**src/rtl/lsu_pkg.sv**
```systemverilog
// Shared types and helpers for the load/store unit and its alignment datapath.
package lsu_pkg;

  typedef enum logic [1:0] {
    SZ_B = 2'd0,
    SZ_H = 2'd1,
    SZ_W = 2'd2,
    SZ_D = 2'd3
  } size_e;

  typedef enum logic [1:0] {
    IDLE  = 2'd0,
    ISSUE = 2'd1,
    WAIT  = 2'd2,
    RESP  = 2'd3
  } state_e;

  // Widest memory word is 64 bits, so at most 8 byte lanes.
  localparam int MAX_LANES = 8;

  // Byte-lane enables for an access of 2^size bytes starting at lane offset.
  function automatic logic [MAX_LANES-1:0] lane_mask(input logic [1:0] size,
                                                     input logic [2:0] offset);
    logic [15:0] m;
    m = ((16'd1 << (4'd1 << size)) - 16'd1) << offset;
    return m[MAX_LANES-1:0];
  endfunction

endpackage

```
**src/rtl/lsu_align.sv**
```systemverilog
// Combinational alignment datapath: lane mask, misalignment detect, store
// lane shift and load extract/extend. Shared by request and response paths.
module lsu_align
  import lsu_pkg::*;
#(
  parameter int DATA_W = 32,
  parameter int OFF_W  = $clog2(DATA_W / 8)
) (
  input  logic [1:0]          i_size,
  input  logic [OFF_W-1:0]    i_offset,
  input  logic                i_unsigned,
  input  logic [DATA_W-1:0]   i_wdata,
  input  logic [DATA_W-1:0]   i_rdata,
  output logic [DATA_W/8-1:0] o_mask,
  output logic                o_misalign,
  output logic [DATA_W-1:0]   o_wdata,
  output logic [DATA_W-1:0]   o_rdata
);

  localparam int LANES = DATA_W / 8;

  logic [3:0]        w_nbytes;
  logic [3:0]        w_off_ext;
  logic [7:0]        w_mask_full;
  logic              w_unused_mask;
  logic [DATA_W-1:0] w_rshift;
  logic [DATA_W-1:0] w_keep;
  logic              w_sign;

  assign w_nbytes  = 4'd1 << i_size;
  assign w_off_ext = 4'(i_offset);

  // Oversized accesses (e.g. double on a 32-bit bus) are treated as misaligned.
  assign o_misalign = ({2'b00, i_size} > 4'(OFF_W)) ||
                      ((w_off_ext & (w_nbytes - 4'd1)) != 4'd0);

  assign w_mask_full   = lane_mask(i_size, 3'(i_offset));
  assign o_mask        = w_mask_full[LANES-1:0];
  assign w_unused_mask = ^w_mask_full;

  assign o_wdata  = i_wdata << {i_offset, 3'b000};
  assign w_rshift = i_rdata >> {i_offset, 3'b000};

  // Keep mask covering the low 2^size bytes of the shifted read word.
  always_comb begin
    w_keep = '0;
    for (int i = 0; i < LANES; i++) begin
      if (4'(i) < w_nbytes) w_keep[8*i +: 8] = 8'hFF;
    end
  end

  // Sign bit is the top bit of the extracted field.
  always_comb begin
    case (i_size)
      SZ_B:    w_sign = w_rshift[7];
      SZ_H:    w_sign = w_rshift[15];
      SZ_W:    w_sign = w_rshift[31];
      default: w_sign = w_rshift[DATA_W-1];
    endcase
  end

  assign o_rdata = (w_rshift & w_keep) | ((w_sign && !i_unsigned) ? ~w_keep : '0);

endmodule

```
**src/rtl/load_store_unit.sv**
```systemverilog
// Load/store unit: one outstanding access to a variable-latency data memory
// with valid/ready handshake, misalignment and read-timeout traps.
//
// state | meaning
// IDLE  | ready for a request from the pipeline
// ISSUE | memory request held until i_mem_ready
// WAIT  | load issued, waiting for i_mem_rvalid (bounded by TIMEOUT)
// RESP  | one-cycle response pulse to the pipeline
module load_store_unit
  import lsu_pkg::*;
#(
  parameter int ADDR_W  = 32,
  parameter int DATA_W  = 32,
  parameter int TIMEOUT = 255
) (
  input  logic                i_clk,
  input  logic                i_rst,
  input  logic                i_req_valid,
  output logic                o_req_ready,
  input  logic                i_req_wen,
  input  logic [1:0]          i_req_size,
  input  logic                i_req_unsigned,
  input  logic [ADDR_W-1:0]   i_req_addr,
  input  logic [DATA_W-1:0]   i_req_wdata,
  output logic                o_resp_valid,
  output logic [DATA_W-1:0]   o_resp_rdata,
  output logic                o_resp_trap,
  output logic                o_busy,
  output logic                o_mem_req,
  input  logic                i_mem_ready,
  output logic [ADDR_W-1:0]   o_mem_addr,
  output logic                o_mem_ren,
  output logic                o_mem_wen,
  output logic [DATA_W-1:0]   o_mem_wdata,
  output logic [DATA_W/8-1:0] o_mem_mask,
  input  logic                i_mem_rvalid,
  input  logic [DATA_W-1:0]   i_mem_rdata
);

  localparam int LANES = DATA_W / 8;
  localparam int OFF_W = $clog2(LANES);
  localparam int CNT_W = (TIMEOUT < 2) ? 1 : $clog2(TIMEOUT + 1);
  localparam logic [CNT_W-1:0] CNT_LAST = CNT_W'((TIMEOUT > 0) ? TIMEOUT - 1 : 0);

  state_e            r_state;
  logic              r_wen;
  logic [1:0]        r_size;
  logic              r_uns;
  logic [OFF_W-1:0]  r_off;
  logic [CNT_W-1:0]  r_cnt;
  logic              r_resp_valid;
  logic [DATA_W-1:0] r_resp_rdata;
  logic              r_resp_trap;
  logic              r_busy;
  logic              r_mem_req;
  logic [ADDR_W-1:0] r_mem_addr;
  logic              r_mem_ren;
  logic              r_mem_wen;
  logic [DATA_W-1:0] r_mem_wdata;
  logic [LANES-1:0]  r_mem_mask;

  logic              w_idle;
  logic              w_accept;
  logic [1:0]        w_al_size;
  logic [OFF_W-1:0]  w_al_off;
  logic              w_al_uns;
  logic [LANES-1:0]  w_mask;
  logic              w_misalign;
  logic [DATA_W-1:0] w_wdata_sh;
  logic [DATA_W-1:0] w_rdata_ext;

  assign w_idle   = (r_state == IDLE);
  assign w_accept = i_req_valid && w_idle;

  // In IDLE the aligner sees the incoming request; afterwards the captured one,
  // so the same instance serves both store shifting and load extraction.
  assign w_al_size = w_idle ? i_req_size                 : r_size;
  assign w_al_off  = w_idle ? i_req_addr[OFF_W-1:0]      : r_off;
  assign w_al_uns  = w_idle ? i_req_unsigned             : r_uns;

  lsu_align #(
    .DATA_W (DATA_W),
    .OFF_W  (OFF_W)
  ) u_align (
    .i_size     (w_al_size),
    .i_offset   (w_al_off),
    .i_unsigned (w_al_uns),
    .i_wdata    (i_req_wdata),
    .i_rdata    (i_mem_rdata),
    .o_mask     (w_mask),
    .o_misalign (w_misalign),
    .o_wdata    (w_wdata_sh),
    .o_rdata    (w_rdata_ext)
  );

  // Access sequencing FSM with registered memory and response outputs.
  always_ff @(posedge i_clk) begin
    if (i_rst) begin
      r_state      <= IDLE;
      r_wen        <= 1'b0;
      r_size       <= 2'd0;
      r_uns        <= 1'b0;
      r_off        <= '0;
      r_cnt        <= '0;
      r_resp_valid <= 1'b0;
      r_resp_rdata <= '0;
      r_resp_trap  <= 1'b0;
      r_busy       <= 1'b0;
      r_mem_req    <= 1'b0;
      r_mem_addr   <= '0;
      r_mem_ren    <= 1'b0;
      r_mem_wen    <= 1'b0;
      r_mem_wdata  <= '0;
      r_mem_mask   <= '0;
    end else begin
      r_resp_valid <= 1'b0;
      case (r_state)
        IDLE: begin
          if (w_accept) begin
            r_wen  <= i_req_wen;
            r_size <= i_req_size;
            r_uns  <= i_req_unsigned;
            r_off  <= i_req_addr[OFF_W-1:0];
            r_cnt  <= '0;
            r_busy <= 1'b1;
            if (w_misalign) begin
              r_state      <= RESP;
              r_resp_valid <= 1'b1;
              r_resp_trap  <= 1'b1;
              r_resp_rdata <= '0;
            end else begin
              r_state     <= ISSUE;
              r_mem_req   <= 1'b1;
              r_mem_addr  <= {i_req_addr[ADDR_W-1:OFF_W], {OFF_W{1'b0}}};
              r_mem_ren   <= !i_req_wen;
              r_mem_wen   <= i_req_wen;
              r_mem_wdata <= w_wdata_sh;
              r_mem_mask  <= w_mask;
            end
          end
        end
        ISSUE: begin
          if (i_mem_ready) begin
            r_mem_req <= 1'b0;
            r_mem_ren <= 1'b0;
            r_mem_wen <= 1'b0;
            if (r_wen) begin
              r_state      <= RESP;
              r_resp_valid <= 1'b1;
              r_resp_trap  <= 1'b0;
              r_resp_rdata <= '0;
            end else if (i_mem_rvalid) begin
              r_state      <= RESP;
              r_resp_valid <= 1'b1;
              r_resp_trap  <= 1'b0;
              r_resp_rdata <= w_rdata_ext;
            end else begin
              r_state <= WAIT;
              r_cnt   <= '0;
            end
          end
        end
        WAIT: begin
          if (i_mem_rvalid) begin
            r_state      <= RESP;
            r_resp_valid <= 1'b1;
            r_resp_trap  <= 1'b0;
            r_resp_rdata <= w_rdata_ext;
          end else if ((TIMEOUT != 0) && (r_cnt == CNT_LAST)) begin
            r_state      <= RESP;
            r_resp_valid <= 1'b1;
            r_resp_trap  <= 1'b1;
            r_resp_rdata <= '0;
          end else begin
            r_cnt <= r_cnt + CNT_W'(1);
          end
        end
        RESP: begin
          r_state      <= IDLE;
          r_busy       <= 1'b0;
          r_resp_trap  <= 1'b0;
          r_resp_rdata <= '0;
        end
        default: r_state <= IDLE;
      endcase
    end
  end

  assign o_req_ready  = w_idle;
  assign o_resp_valid = r_resp_valid;
  assign o_resp_rdata = r_resp_rdata;
  assign o_resp_trap  = r_resp_trap;
  assign o_busy       = r_busy;
  assign o_mem_req    = r_mem_req;
  assign o_mem_addr   = r_mem_addr;
  assign o_mem_ren    = r_mem_ren;
  assign o_mem_wen    = r_mem_wen;
  assign o_mem_wdata  = r_mem_wdata;
  assign o_mem_mask   = r_mem_mask;

endmodule

```
**config.mk**
```make
export PLATFORM = sky130hd
export DESIGN_NAME = load_store_unit
export DESIGN_NICKNAME = d
export VERILOG_FILES = /design/src/rtl/lsu_pkg.sv /design/src/rtl/lsu_align.sv /design/src/rtl/load_store_unit.sv
export SDC_FILE = /design/constraint.sdc
export NUM_CORES = 1
export LEC_CHECK = 0
export ABC_AREA = 1
export BUFFER_PORTS_ARGS = -buffer_cell sky130_fd_sc_hd__buf_2
export CAP_MARGIN = 40
export CORE_ASPECT_RATIO = 0.9
export CORE_MARGIN = 4
export CORE_UTILIZATION = 50
export CTS_BUF_LIST = sky130_fd_sc_hd__clkbuf_16
export DETAILED_ROUTE_END_ITERATION = 7
export GPL_TIMING_DRIVEN = 1
export PLACE_DENSITY = 0.8
export REMOVE_ABC_BUFFERS = 1
export SLEW_MARGIN = 20
export SYNTH_ARGS = -nofsm -noshare
export SYNTH_HDL_FRONTEND = slang
export SYNTH_SLANG_ARGS = --single-unit
```
**constraint.sdc**
```tcl
create_clock -name i_clk -period 2.4 [get_ports i_clk]
set_input_delay 0 -clock i_clk [delete_from_list [all_inputs] [get_ports i_clk]]
set_output_delay 0 -clock i_clk [all_outputs]
set_load 0.1 [all_outputs]
```
# Word level (Yosys, flattened, before mapping)
# Index checks and enable logic that the tools add are counted.
[totals] ram_bits=0 romBits=0 word_cells=127 memories=0 input_bits=105 reg_bits=120 latchBits=0 out_inout_bits=107
[classes] n_lt_le_gt_ge=5 n_mux=60 bitwise=5 n_div=0 n_eq_ne=15 mul=0 n_addsub=3 reduce_logical=18 shift=5
[op_table] op="$mux 32" n=8
[op_table] op="$pmux 32 s4" n=1
[op_table] op="$mux 8" n=10
[op_table] op="$and 32x32->32" n=1
[op_table] op="$not 32->32" n=1
[op_table] op="$or 32x32->32" n=1
[op_table] op="$shl 32x5->32" n=1
[op_table] op="$shr 32x5->32" n=1
[op_table] op="$mux 1" n=25
[op_table] op="$pmux 8 s3" n=1
[op_table] op="$shl 1x4->16 const A" n=1
[op_table] op="$shl 16x2->4" n=1
[op_table] op="$sub 16x1->16 const B" n=1
[op_table] op="$mux 2" n=7
[op_table] op="$ne 2x2->1 const B" n=6
[op_table] op="$pmux 1 s2" n=5
[op_table] op="$add 8x1->8 const B" n=1
[op_table] op="$eq 8x8->1 const B" n=1
[op_table] op="$lt 1x4->1 const A" n=2
[op_table] op="$lt 2x4->1 const A" n=2
[op_table] op="$pmux 2 s4" n=1
[op_table] op="$reduce_and 7->1" n=1
[op_table] op="$ne 3x3->1 const B" n=2
[op_table] op="$reduce_and 3->1" n=2
[op_table] op="20 further kinds" n=28

# Logic depth before layout (Yosys ltp)
# Gate-level depths: netlist of the first run.
[depth] word_depth=12 ltp_mapped=15 mapped_depth_nobuf=13

# By module
# From an unflattened synthesis of the first run, not the netlist that was laid out.
[unflattened] hier_cells=1017 hier_area_um2=6789.0
[by_module_without_submodules] module="load_store_unit" area_each_um2=5380.2 n_inst=1 cells_per_inst=726
[by_module_without_submodules] module="lsu_align" area_each_um2=1408.9 n_inst=1 cells_per_inst=291

# Least setup slack after synthesis of the first run
# No wires, ideal clock.
[synth_timing] path_kind="register to register" startpoint="reg r_state[1]" endpoint="reg r_mem_addr[17], in the netlist o_mem_addr[17]" path_stages_with_launch=12 setup_ps=117 required_ps=2283 path_buffers=4 synth_period_minus_slack_ps=2627 arrival_time_ps=2510 slack_ps=-227 path_cell_list="dfxtp_1 > inv_1 > ha_1 > buf_6 > buf_8 > nand2_1 > inv_1 > nand2_2 > buf_4 > buf_2 > o21ai_0 > nor2_1"
[synth_via] elab_chain_cells=9 word_cells_on_any_way=12 classes_between="add/sub: 1; order compare: 1; shift: 1; mux: 2; bitwise: 2; reduce/logical: 5"
[synth_lines] item="from (decl)" line_no="load_store_unit.sv:45" text="state_e r_state;"
[synth_lines] item="from (signal assigned)" line_no="load_store_unit.sv:99" text="r_state <= IDLE;"
[synth_lines] item="from (signal assigned)" line_no="load_store_unit.sv:127" text="r_state <= RESP;"
[synth_lines] item="from (signal assigned)" line_no="load_store_unit.sv:132" text="r_state <= ISSUE;"
[synth_lines] item="$logic_not 2->1 (*)" line_no="load_store_unit.sv:72" text="assign w_idle = (r_state == IDLE);"
[synth_lines] item="named net o_req_ready" line_no="load_store_unit.sv:19" text="output logic o_req_ready,"
[synth_lines] item="$mux 2" line_no="load_store_unit.sv:77" text="assign w_al_size = w_idle ? i_req_size : r_size;"
[synth_lines] item="$shl 1x2->4" line_no="lsu_align.sv:30" text="assign w_nbytes = 4'd1 << i_size;"
[synth_lines] item="$sub 4x1->4" line_no="lsu_align.sv:35" text="((w_off_ext & (w_nbytes - 4'd1)) != 4'd0);"
[synth_lines] item="$and 2x4->4" line_no="lsu_align.sv:35"
[synth_lines] item="$reduce_bool 4->1" line_no="lsu_align.sv:35"
[synth_lines] item="$logic_or 1x1->1" line_no="lsu_align.sv:34" text="assign o_misalign = ({2'b00, i_size} > 4'(OFF_W)) ||"
[synth_lines] item="$not 1->1 (no source line)"
[synth_lines] item="$reduce_and 3->1 (no source line) (*)"
[synth_lines] item="to (signal assigned)" line_no="load_store_unit.sv:134" text="r_mem_addr <= {i_req_addr[ADDR_W-1:OFF_W], {OFF_W{1'b0}}};"
[synth_lines] item="to (decl)" line_no="load_store_unit.sv:56" text="logic [ADDR_W-1:0] r_mem_addr;"
# The timed path passes the listed nets; every way through them passes the cells marked *.
# A chain may end at the register's enable or synchronous reset.

# Final worst setup path of the first run
[layout_timing] startpoint="reg r_state[1]" endpoint="reg r_resp_rdata[30], in the netlist o_resp_rdata[30]"
[layout_via] elab_chain_cells=12 word_cells_on_any_way=37 classes_between="add/sub: 1; order compare: 2; eq/ne: 9; shift: 2; mux: 11; bitwise: 4; reduce/logical: 8"
[layout_lines] item="branches (longest 12 deep; another with $shr 32x5->32)"
[layout_lines] item="to (signal assigned)" line_no="load_store_unit.sv:156" text="r_resp_rdata <= w_rdata_ext;"
[layout_lines] item="to (signal assigned)" line_no="load_store_unit.sv:168" text="r_resp_rdata <= w_rdata_ext;"
[layout_lines] item="to (decl)" line_no="load_store_unit.sv:52" text="logic [DATA_W-1:0] r_resp_rdata;"
# Several ways; the timed one is not identified. The select of a mux whose other input is x is not followed.

==> qor.csv, run 1 <==
metric,value,unit
site row count,37,
Root Driver,clkbuf_16,
slew at the pin with the worst max-slew slack,647,ps
Synth cell types,41,
Cells after Synth,857,
Slowest cell on crit path,dfxtp_1,
cell count of the worst hold path,4,
Max Freq,0.448,GHz
leak pwr,4.07,nW
core area,11500,um2
Setup TNS Final,0,ps
Chip Width,123,um
cell family with most CP delay,simple AND/OR/NAND/NOR gates,
CP Capture Type,register,
skew final,10.3,ps
clock latency on the worst-skew pair,420,ps
CTS tree,done,
final instance area,8400,um2
GRT Overall Usage,30.2,%
Hold Crit Class,input pin to register,
area of the multi-input gates,2910,um2
P&R area growth vs syn,42.1,%
Syn Area/Cell,6.90,um2
Storage cell area,2400,um2
final setup margin,169,ps
Avg Vias per Cell,5.39,
Placer Congestion,0.903,
Yosys top cell area share,40.7,%
RSZ-0062 raised after global routing,no,
final hold vios,0,
worst endpoint required time,2730,ps
DP HPWL,13300,um
FF-to-FF path depth,13,
CP Depth,13,
Slew Limit Fails,0,
worst hold slack,6.42,ps
mean routed wirelength per cell,16.1,um
Tmin final,2230,ps
vias in the first global route,6791,
clk sinks,120,
drt pass-1 iters,5,
CTS Buf Count,17,
Final Cycle Share,93.0,%
CTS H-tree depth,4,
die height,111,um
Worst setup SP type,register,
kind of critical path,register to register,
Ys Warns,0,
Post-DP Area,7130,um2
initial DRC count,629,
initial antenna violation count,0,
Routed Wire Length,21000,um
outcome,finished clean,
WP data arrival,2560,ps
Buffers on Ports,209,
maximum number of pins on one net before global-route repair,57,
nets,1244,
Post-Layout Cell Count,1302,
CP max stage delay,370,ps
CTS max path bufs,2,
dpl ws,92.9,ps
Buf/Inv on CP,4,
Synth Cell Area,5910,um2
maximum vdd drop,1.19,mV
fin util,73.1,%
max-cap violations,0,
# IOs,212,
Synth area leader,dfxtp_1,
post-synthesis register bit count,120,
total number of vias,7018,
Final setup viols,0,
grt total ovfl,0,
Worst path most repeated cell,nand2_1,
DIE AREA,13600,um2
CP max FO,14,
Initial Utilization,51.5,%
register area share after synthesis,40.7,%
Clock transition at path regs,60,ps
layout cells sized above 1,26.3,%
Max-slew headroom,56.8,%
number of instances in the placed design,1202,
number of fill cells in the layout,884,
top post-synthesis cells by area,"dfxtp_1, nand2_1, o21ai_0",
ANT cells,0,
Remaining DRCs,0,
first-pass GRT wire length,32900,um
Design Power,13.5,mW
chain of cells forming the critical path,"inv_1, ha_2, buf_4, nand2_1, nand2_1, inv_2, nand2_1, nor2_2, nand3_2, buf_4, nor2_1, nand2_1, a21oi_1",
ANT nets after route,0,
P per Cell Area,1610,nW/um2
## routing by layer
| metal | vias to the layer above | track usage [%] | part of all wire, % |
|---|---|---|---|
| li1 | 3349 | - | - |
| met3 | 80 | 7.70 | 8.2 |
| met4 | 0 | 16.0 | 4.7 |
| met2 | 388 | 50.6 | 47 |
| met1 | 3201 | 35.0 | 40 |
| met5 | - | 0 | 0 |
## power by group
| part | total [mW] | switching (mW) | internal, mW |
|---|---|---|---|
| clock | 2.43 | 0.983 | 1.44 |
| combinational | 8.33 | 6.44 | 1.89 |
| sequential | 2.78 | 0.280 | 2.50 |
| total | 13.5 | 7.70 | 5.83 |
## synthesized netlist by cell type
cell type / number
o22ai_1: 5
a211oi_2: 1
buf_2: 12
o21ai_1: 10
o211a_1: 9
inv_1: 70
nor2_2: 5
a22oi_1: 4
ha_1: 6
nand2_1: 199
nand3_2: 1
nand3_4: 1
o21ai_0: 105
a211oi_1: 2
a221oi_1: 2
buf_8: 1
nand2_4: 3
o2111ai_1: 1
nor2_4: 1
or2_2: 2
conb_1: 1
nand4_1: 4
o21ai_2: 2
buf_4: 8
nand2_2: 6
nor3_1: 4
or2_0: 1
clkbuf_1: 22
a21boi_0: 1
a21oi_1: 88
a21o_1: 1
o211ai_1: 2
inv_2: 4
inv_4: 1
mux2i_1: 1
nor2_1: 111
dfxtp_1: 120
a31oi_1: 10
buf_6: 10
nand3_1: 19
xor2_1: 1
## final timing paths
| kind | startpoint | slack, ps | end |
|---|---|---|---|
| hold reg to reg | r_size[1] | 460 | r_size[1] |
| setup reg to reg | r_state[1] | 170 | o_resp_rdata[30] |
| setup / recovery | r_state[1] | 170 | o_resp_rdata[30] |
| hold / removal | i_rst | 6 | o_mem_addr[25] |
## sequential cells by signal, summed over array words and instances, names as in the netlist
| name | cells |
|---|---|
| r_state | 2 |
| o_mem_wdata | 32 |
| o_busy | 1 |
| r_cnt | 8 |
| o_mem_wen | 1 |
| r_wen | 1 |
| o_mem_mask | 4 |
| r_size | 2 |
| r_off | 2 |
| o_mem_req | 1 |
| o_resp_trap | 1 |
| r_uns | 1 |
| o_resp_rdata | 32 |
| o_mem_ren | 1 |
| o_resp_valid | 1 |
| o_mem_addr | 30 |
## area by class of cell
type                    count  share of cell area (%)
clock buffers              17                    5.07
well taps                 156                    2.32
multi-input cells         610                    34.7
inverters                  75                    3.38
repair buffers            309                    24.3
clock inverters            15                    1.64
flip-flops and latches    120                    28.6
## kinds of logic after synthesis
kind of cell	count (synthesis)	share of synthesized area [%]
muxes	1	0.169
xor gates and xnor gates	1	0.148
DFF	120	40.7
other	1	0.0635
AOI/OAI and AO/OA	243	22.5
adders and majority gates	6	1.27
and+or+nand+nor	357	24.8
buffers and inverters	128	10.4
## worst register-to-register path, stage by stage (launching register included)
cell	delay [ps]
dfxtp_1	370
inv_1	90
ha_2	240
buf_4	170
nand2_1	80
nand2_1	60
inv_2	70
nand2_1	120
nor2_2	160
nand3_2	200
buf_4	260
nor2_1	100
nand2_1	60
a21oi_1	170
## cell usage in the layout, fill, tap and decap left out, types with 3 or more instances in the layout
| master | netlist | routed |
|---|---|---|
| o211a_1 | 9 | 9 |
| dlygate4sd3_1 | 0 | 67 |
| nand2_1 | 199 | 199 |
| ha_1 | 6 | 5 |
| o22ai_1 | 5 | 5 |
| nor2_1 | 111 | 111 |
| clkinv_2 | 0 | 3 |
| buf_4 | 8 | 26 |
| a21oi_1 | 88 | 88 |
| a22oi_1 | 4 | 4 |
| nor2_2 | 5 | 5 |
| nand4_1 | 4 | 4 |
| o21ai_0 | 105 | 105 |
| o21ai_1 | 10 | 10 |
| buf_12 | 0 | 5 |
| dfxtp_1 | 120 | 120 |
| nor3_1 | 4 | 4 |
| inv_6 | 0 | 7 |
| buf_2 | 12 | 209 |
| inv_2 | 4 | 4 |
| inv_1 | 70 | 70 |
| nand2_4 | 3 | 3 |
| nand3_1 | 19 | 19 |
| clkbuf_16 | 0 | 17 |
| nand2_2 | 6 | 5 |
| a31oi_1 | 10 | 10 |
## what timing repair did
action,CTS,global route
setup endpoints to repair,0,37
setup buffers,0,0
gates resized for setup,0,4
hold endpoints to repair,63,0
hold buffers,67,0
No activity file was read; power rests on OpenSTA's default activity.
==> run 2, diff against run 1 <==
--- a/config.mk
+++ b/config.mk
@@ -10,11 +10,11 @@
 export CAP_MARGIN = 40
 export CORE_ASPECT_RATIO = 0.9
 export CORE_MARGIN = 4
-export CORE_UTILIZATION = 50
+export CORE_UTILIZATION = 38
 export CTS_BUF_LIST = sky130_fd_sc_hd__clkbuf_16
 export DETAILED_ROUTE_END_ITERATION = 7
 export GPL_TIMING_DRIVEN = 1
-export PLACE_DENSITY = 0.8
+export PLACE_DENSITY = 0.65
 export REMOVE_ABC_BUFFERS = 1
 export SLEW_MARGIN = 20
 export SYNTH_ARGS = -nofsm -noshare
==> run 2 against run 1 <==
Sequential cell count stayed put. Critical endpoint is now o_mem_addr[3]. Total power is essentially flat. First-iteration DRC count fell by 32%. Highest routed layer is now met5. Final cell count grew 3.8%. Die area rose by 29%. Clock skew is 4.5 ps lower.
==> qor.csv, run 2 (synthesized netlist as in run 1, its figures left out) <==
metric,value,unit
outcome,finished clean,
final setup margin,155,ps
Clk network pwr share,18.1,%
Psw,7.65,mW
ANT cells,0,
clk sinks,120,
die height,126,um
max-cap violations,0,
layout cells sized above 1,26.6,%
"commonest non-fill, non-tap cells in the layout","buf_2, nand2_1, dfxtp_1",
slew at the pin with the worst max-slew slack,675,ps
CTS tree,done,
DP HPWL,13900,um
Clock transition at path regs,60,ps
Chip Width,139,um
Final Cycle Share,93.6,%
Tmin final,2250,ps
worst endpoint required time,2750,ps
combinational power share,61.6,%
Routed Wire Length,20300,um
dpl ws,131,ps
first-pass GRT wire length,32100,um
core area,15000,um2
Final setup viols,0,
DIE AREA,17600,um2
Hold Crit Class,input pin to register,
Initial Utilization,39.5,%
total number of vias,6613,
Root Driver,clkbuf_16,
WP data arrival,2600,ps
Seq pwr share,20.3,%
CTS Buf Count,17,
P&R area growth vs syn,44.2,%
Avg Vias per Cell,4.89,
maximum number of pins on one net before global-route repair,57,
initial antenna violation count,1,
ANT nets after route,0,
clock latency on the worst-skew pair,420,ps
maximum vdd drop,1.30,mV
Max-slew headroom,55.0,%
Buffers on Ports,209,
kind of critical path,register to register,
Max Freq,0.445,GHz
"most common cell after layout, fill and taps aside",buf_2,
Placer Congestion,0.863,
drt pass-1 iters,4,
sw frac,56.5,%
initial DRC count,430,
Remaining DRCs,0,
leak pwr,4.10,nW
CP Capture Type,register,
Worst setup SP type,register,
vias in the first global route,6323,
CTS max path bufs,2,
CTS H-tree depth,4,
CP max FO,19,
nets,1252,
Setup TNS Final,0,ps
# IOs,212,
P per Cell Area,1590,nW/um2
reg2reg setup slack,150,ps
grt total ovfl,0,
Slew Limit Fails,0,
final hold vios,0,
skew final,5.80,ps
internal power,5.90,mW
mean routed wirelength per cell,15.0,um
GRT Overall Usage,22.4,%
site row count,42,
fin util,56.9,%
## run 2: cell count changes in the layout (fill, tap and decap cells not counted), sizes merged
| cell | change |
|---|---|
| clkinvlp | +2 |
| dlygate4sd3 | +3 |
| inv | -2 |
| clkbuf | +2 |
| buf | +3 |
## run 2: timing repair
item                                   CTS  global route
hold buffers                            70             0
setup endpoints to repair                0            41
buffers inserted                         0             2
endpoints found under the hold margin   65             0
gates resized for setup                  0             3
## run 2: stage by stage
step / hold slack (ps) / total power, mW / instance area (um2) / std cells
floorplan: 69.1 / 8.79 / 5580 / 805
global placement: 242 / 10.8 / 7180 / 1246
detailed placement: 243 / 10.9 / 7180 / 1246
CTS: 7.15 / 13.4 / 8450 / 1348
global route: 36.4 / 14.4 / 8520 / 1352
finish: 25.2 / 13.6 / 8520 / 1352
## run 2: final cells by class
class                   instances  area (um2)
flip-flops and latches        120        2400
repair buffers                317        2120
well taps                     198         248
inverters                      75         284
clock buffers                  17         425
multi-input cells             610        2900
clock inverters                15         143
fillers                      1461        6450
## run 2: final timing paths
check | from | depth (start not counted) | to
max | r_state[1] | 14 | o_mem_addr[3]
min | i_req_wdata[13] | 5 | o_mem_wdata[21]
max reg2reg | r_state[1] | 14 | o_mem_addr[3]
min reg2reg | o_resp_rdata[9] | 2 | o_resp_rdata[9]
## run 2: routing by layer
layer | routed length, um | up-vias | GRT usage (%) | share of wire [%]
met2 | 9290 | 202 | 35.6 | 46
met5 | 13 | - | 0 | 0.064
met4 | 484 | 2 | 8.29 | 2.4
met3 | 1330 | 39 | 6.17 | 6.6
met1 | 9160 | 3007 | 29.1 | 45
li1 | - | 3363 | - | -
## run 2: power groups by stage
| stage | Combinational [mW] | Clock [mW] | Sequential (mW) |
|---|---|---|---|
| 2_1_floorplan | 2.83 | 0 | 5.96 |
| 3_3_place_gp | 8.05 | 0 | 2.78 |
| 3_5_place_dp | 8.08 | 0 | 2.79 |
| 4_1_cts | 8.18 | 2.49 | 2.75 |
| 5_1_grt | 8.95 | 2.60 | 2.81 |
| 6_report | 8.35 | 2.45 | 2.76 |
## run 2: critical path: stages, from the launching register on
cell       delay [ps]
dfxtp_1           330
inv_1              70
ha_2              230
buf_4             180
nand2_1            80
inv_2              40
nor2_2            170
inv_1             110
nand2_1           120
nand3_4           130
nor2_4            220
buf_4             170
clkbuf_16         180
nor2_1             50
nor2_1            100
==> run 3, diff against run 2 <==
--- a/config.mk
+++ b/config.mk
@@ -10,11 +10,11 @@
 export CAP_MARGIN = 40
 export CORE_ASPECT_RATIO = 0.9
 export CORE_MARGIN = 4
-export CORE_UTILIZATION = 38
+export CORE_UTILIZATION = 46
 export CTS_BUF_LIST = sky130_fd_sc_hd__clkbuf_16
 export DETAILED_ROUTE_END_ITERATION = 7
 export GPL_TIMING_DRIVEN = 1
-export PLACE_DENSITY = 0.65
+export PLACE_DENSITY = 0.76
 export REMOVE_ABC_BUFFERS = 1
 export SLEW_MARGIN = 20
 export SYNTH_ARGS = -nofsm -noshare
==> run 3 against run 2 <==
Critical path depth fell by 1. Highest routed layer is now met4. Die area fell by 16%. Sequential share of layout area barely moved. Maximum frequency rose by 0.17%. Routed wire length rose by 0.76%. Design area fell by 0.18%. Core utilization rose by 10 points. Clock power rose by 8.6%. Largest cell class unchanged. Critical endpoint is now o_mem_wdata[15].
==> qor.csv, run 3 (synthesized netlist as in run 1, its figures left out) <==
metric,value,unit
ANT cells,0,
worst endpoint required time,2710,ps
initial antenna violation count,0,
ANT nets after route,0,
CTS tree,done,
Post-Layout Cell Count,1310,
Seq pwr share,20.1,%
Psw,7.70,mW
Tmin final,2240,ps
DIE AREA,14700,um2
vias in the first global route,6559,
Slew Limit Fails,0,
dpl ws,-8.36,ps
Initial Utilization,46.8,%
Root Driver,clkbuf_16,
skew final,5.93,ps
internal power,6.09,mW
maximum number of pins on one net before global-route repair,57,
CTS max path bufs,2,
Hold Crit Class,input pin to register,
leak pwr,4.10,nW
"most common cell after layout, fill and taps aside",buf_2,
CP max FO,27,
combinational power share,60.6,%
clock latency on the worst-skew pair,420,ps
P per Cell Area,1620,nW/um2
fin util,67.3,%
core area,12600,um2
max-cap violations,0,
final setup margin,158,ps
sw frac,55.8,%
kind of critical path,register to register,
Routed Wire Length,20400,um
layout cells sized above 1,26.3,%
site row count,39,
mean routed wirelength per cell,15.6,um
# IOs,212,
Avg Vias per Cell,5.21,
Clock transition at path regs,60,ps
outcome,finished clean,
CTS H-tree depth,4,
Max-slew headroom,56.8,%
Remaining DRCs,0,
final hold vios,0,
Buffers on Ports,209,
Placer Congestion,0.911,
RSZ-0062 raised after global routing,no,
drt pass-1 iters,8,
Chip Width,127,um
clk sinks,120,
"commonest non-fill, non-tap cells in the layout","buf_2, nand2_1, dfxtp_1",
maximum vdd drop,1.14,mV
first-pass GRT wire length,31700,um
WP data arrival,2550,ps
Final Cycle Share,93.4,%
Design Power,13.8,mW
slew at the pin with the worst max-slew slack,649,ps
nets,1244,
Worst setup SP type,register,
CTS Buf Count,17,
GRT Overall Usage,27.1,%
number of instances in the placed design,1207,
total number of vias,6827,
P&R area growth vs syn,44.0,%
Max Freq,0.446,GHz
CP Capture Type,register,
Final setup viols,0,
DP HPWL,13200,um
Clk network pwr share,19.3,%
die height,116,um
grt total ovfl,0,
initial DRC count,570,
## run 3: changes by cell type in the layout (fill, tap and decap cells not counted), sizes merged
cell         change
inv              -1
dlygate4sd3      -1
clkinv           -1
clkbuf           -1
buf              -6
bufinv           +2
## run 3: stage by stage
| step | hold slack [ps] | TNS [ps] | cell area (um2) |
|---|---|---|---|
| after floorplan | 69.1 | -134570 | 5580 |
| after global placement | 238 | 0 | 7130 |
| after detailed placement | 247 | -20.8 | 7130 |
| after CTS | 4.21 | 0 | 8440 |
| after global routing | 36.6 | 0 | 8510 |
| final | 18.1 | 0 | 8510 |
## run 3: worst max-delay path, cell delays in order (launching register included)
cell and delay, ps:
dfxtp_1 390, inv_1 120, ha_4 220, buf_12 140, nand2_1 70, inv_2 30
nor2_2 140, inv_1 90, nand2_1 110, nand3_4 130, nor2_4 210, buf_12 190
o21ai_0 130, o211a_1 140
## run 3: final cells by class
type | instances | area (um2)
Clock buffer | 17 | 425
Timing Repair Buffer | 309 | 2060
Fill cell | 1026 | 4130
Inverter | 75 | 284
Multi-Input combinational cell | 610 | 2940
Tap cell | 164 | 205
Sequential cell | 120 | 2400
Clock inverter | 15 | 191
## run 3: worst paths after layout
kind / cells after the start / endpoint / from / slack (ps)
hold / removal: 5 / o_mem_wdata[18] / i_req_wdata[10] / 20
setup reg to reg: 13 / o_mem_wdata[15] / r_state[1] / 160
setup / recovery: 13 / o_mem_wdata[15] / r_state[1] / 160
hold reg to reg: 2 / o_mem_mask[0] / o_mem_mask[0] / 460
## run 3: routing by layer
metal / vias to the layer above / global-route usage [%] / share of wire, %
li1: 3351 / - / -
met1: 3121 / 32.1 / 42
met2: 305 / 46.3 / 47
met3: 50 / 7.56 / 8.1
met4: 0 / 11.3 / 3.0
met5: - / 0 / 0
## run 3: power groups by stage
stage	Sequential (mW)	Combinational, mW	Clock (mW)
floorplan	5.96	2.83	0
global placement	2.77	7.96	0
detailed placement	2.79	8.01	0
CTS	2.76	8.14	2.69
global route	2.82	8.92	2.79
finish	2.77	8.36	2.66
## run 3: timing repair
action	CTS	global route
setup endpoints to repair	12	49
hold buffers	69	0
pin swaps	0	1
gates cloned	0	1
hold endpoints to repair	64	0
resized for setup	1	7
buffers inserted	0	1
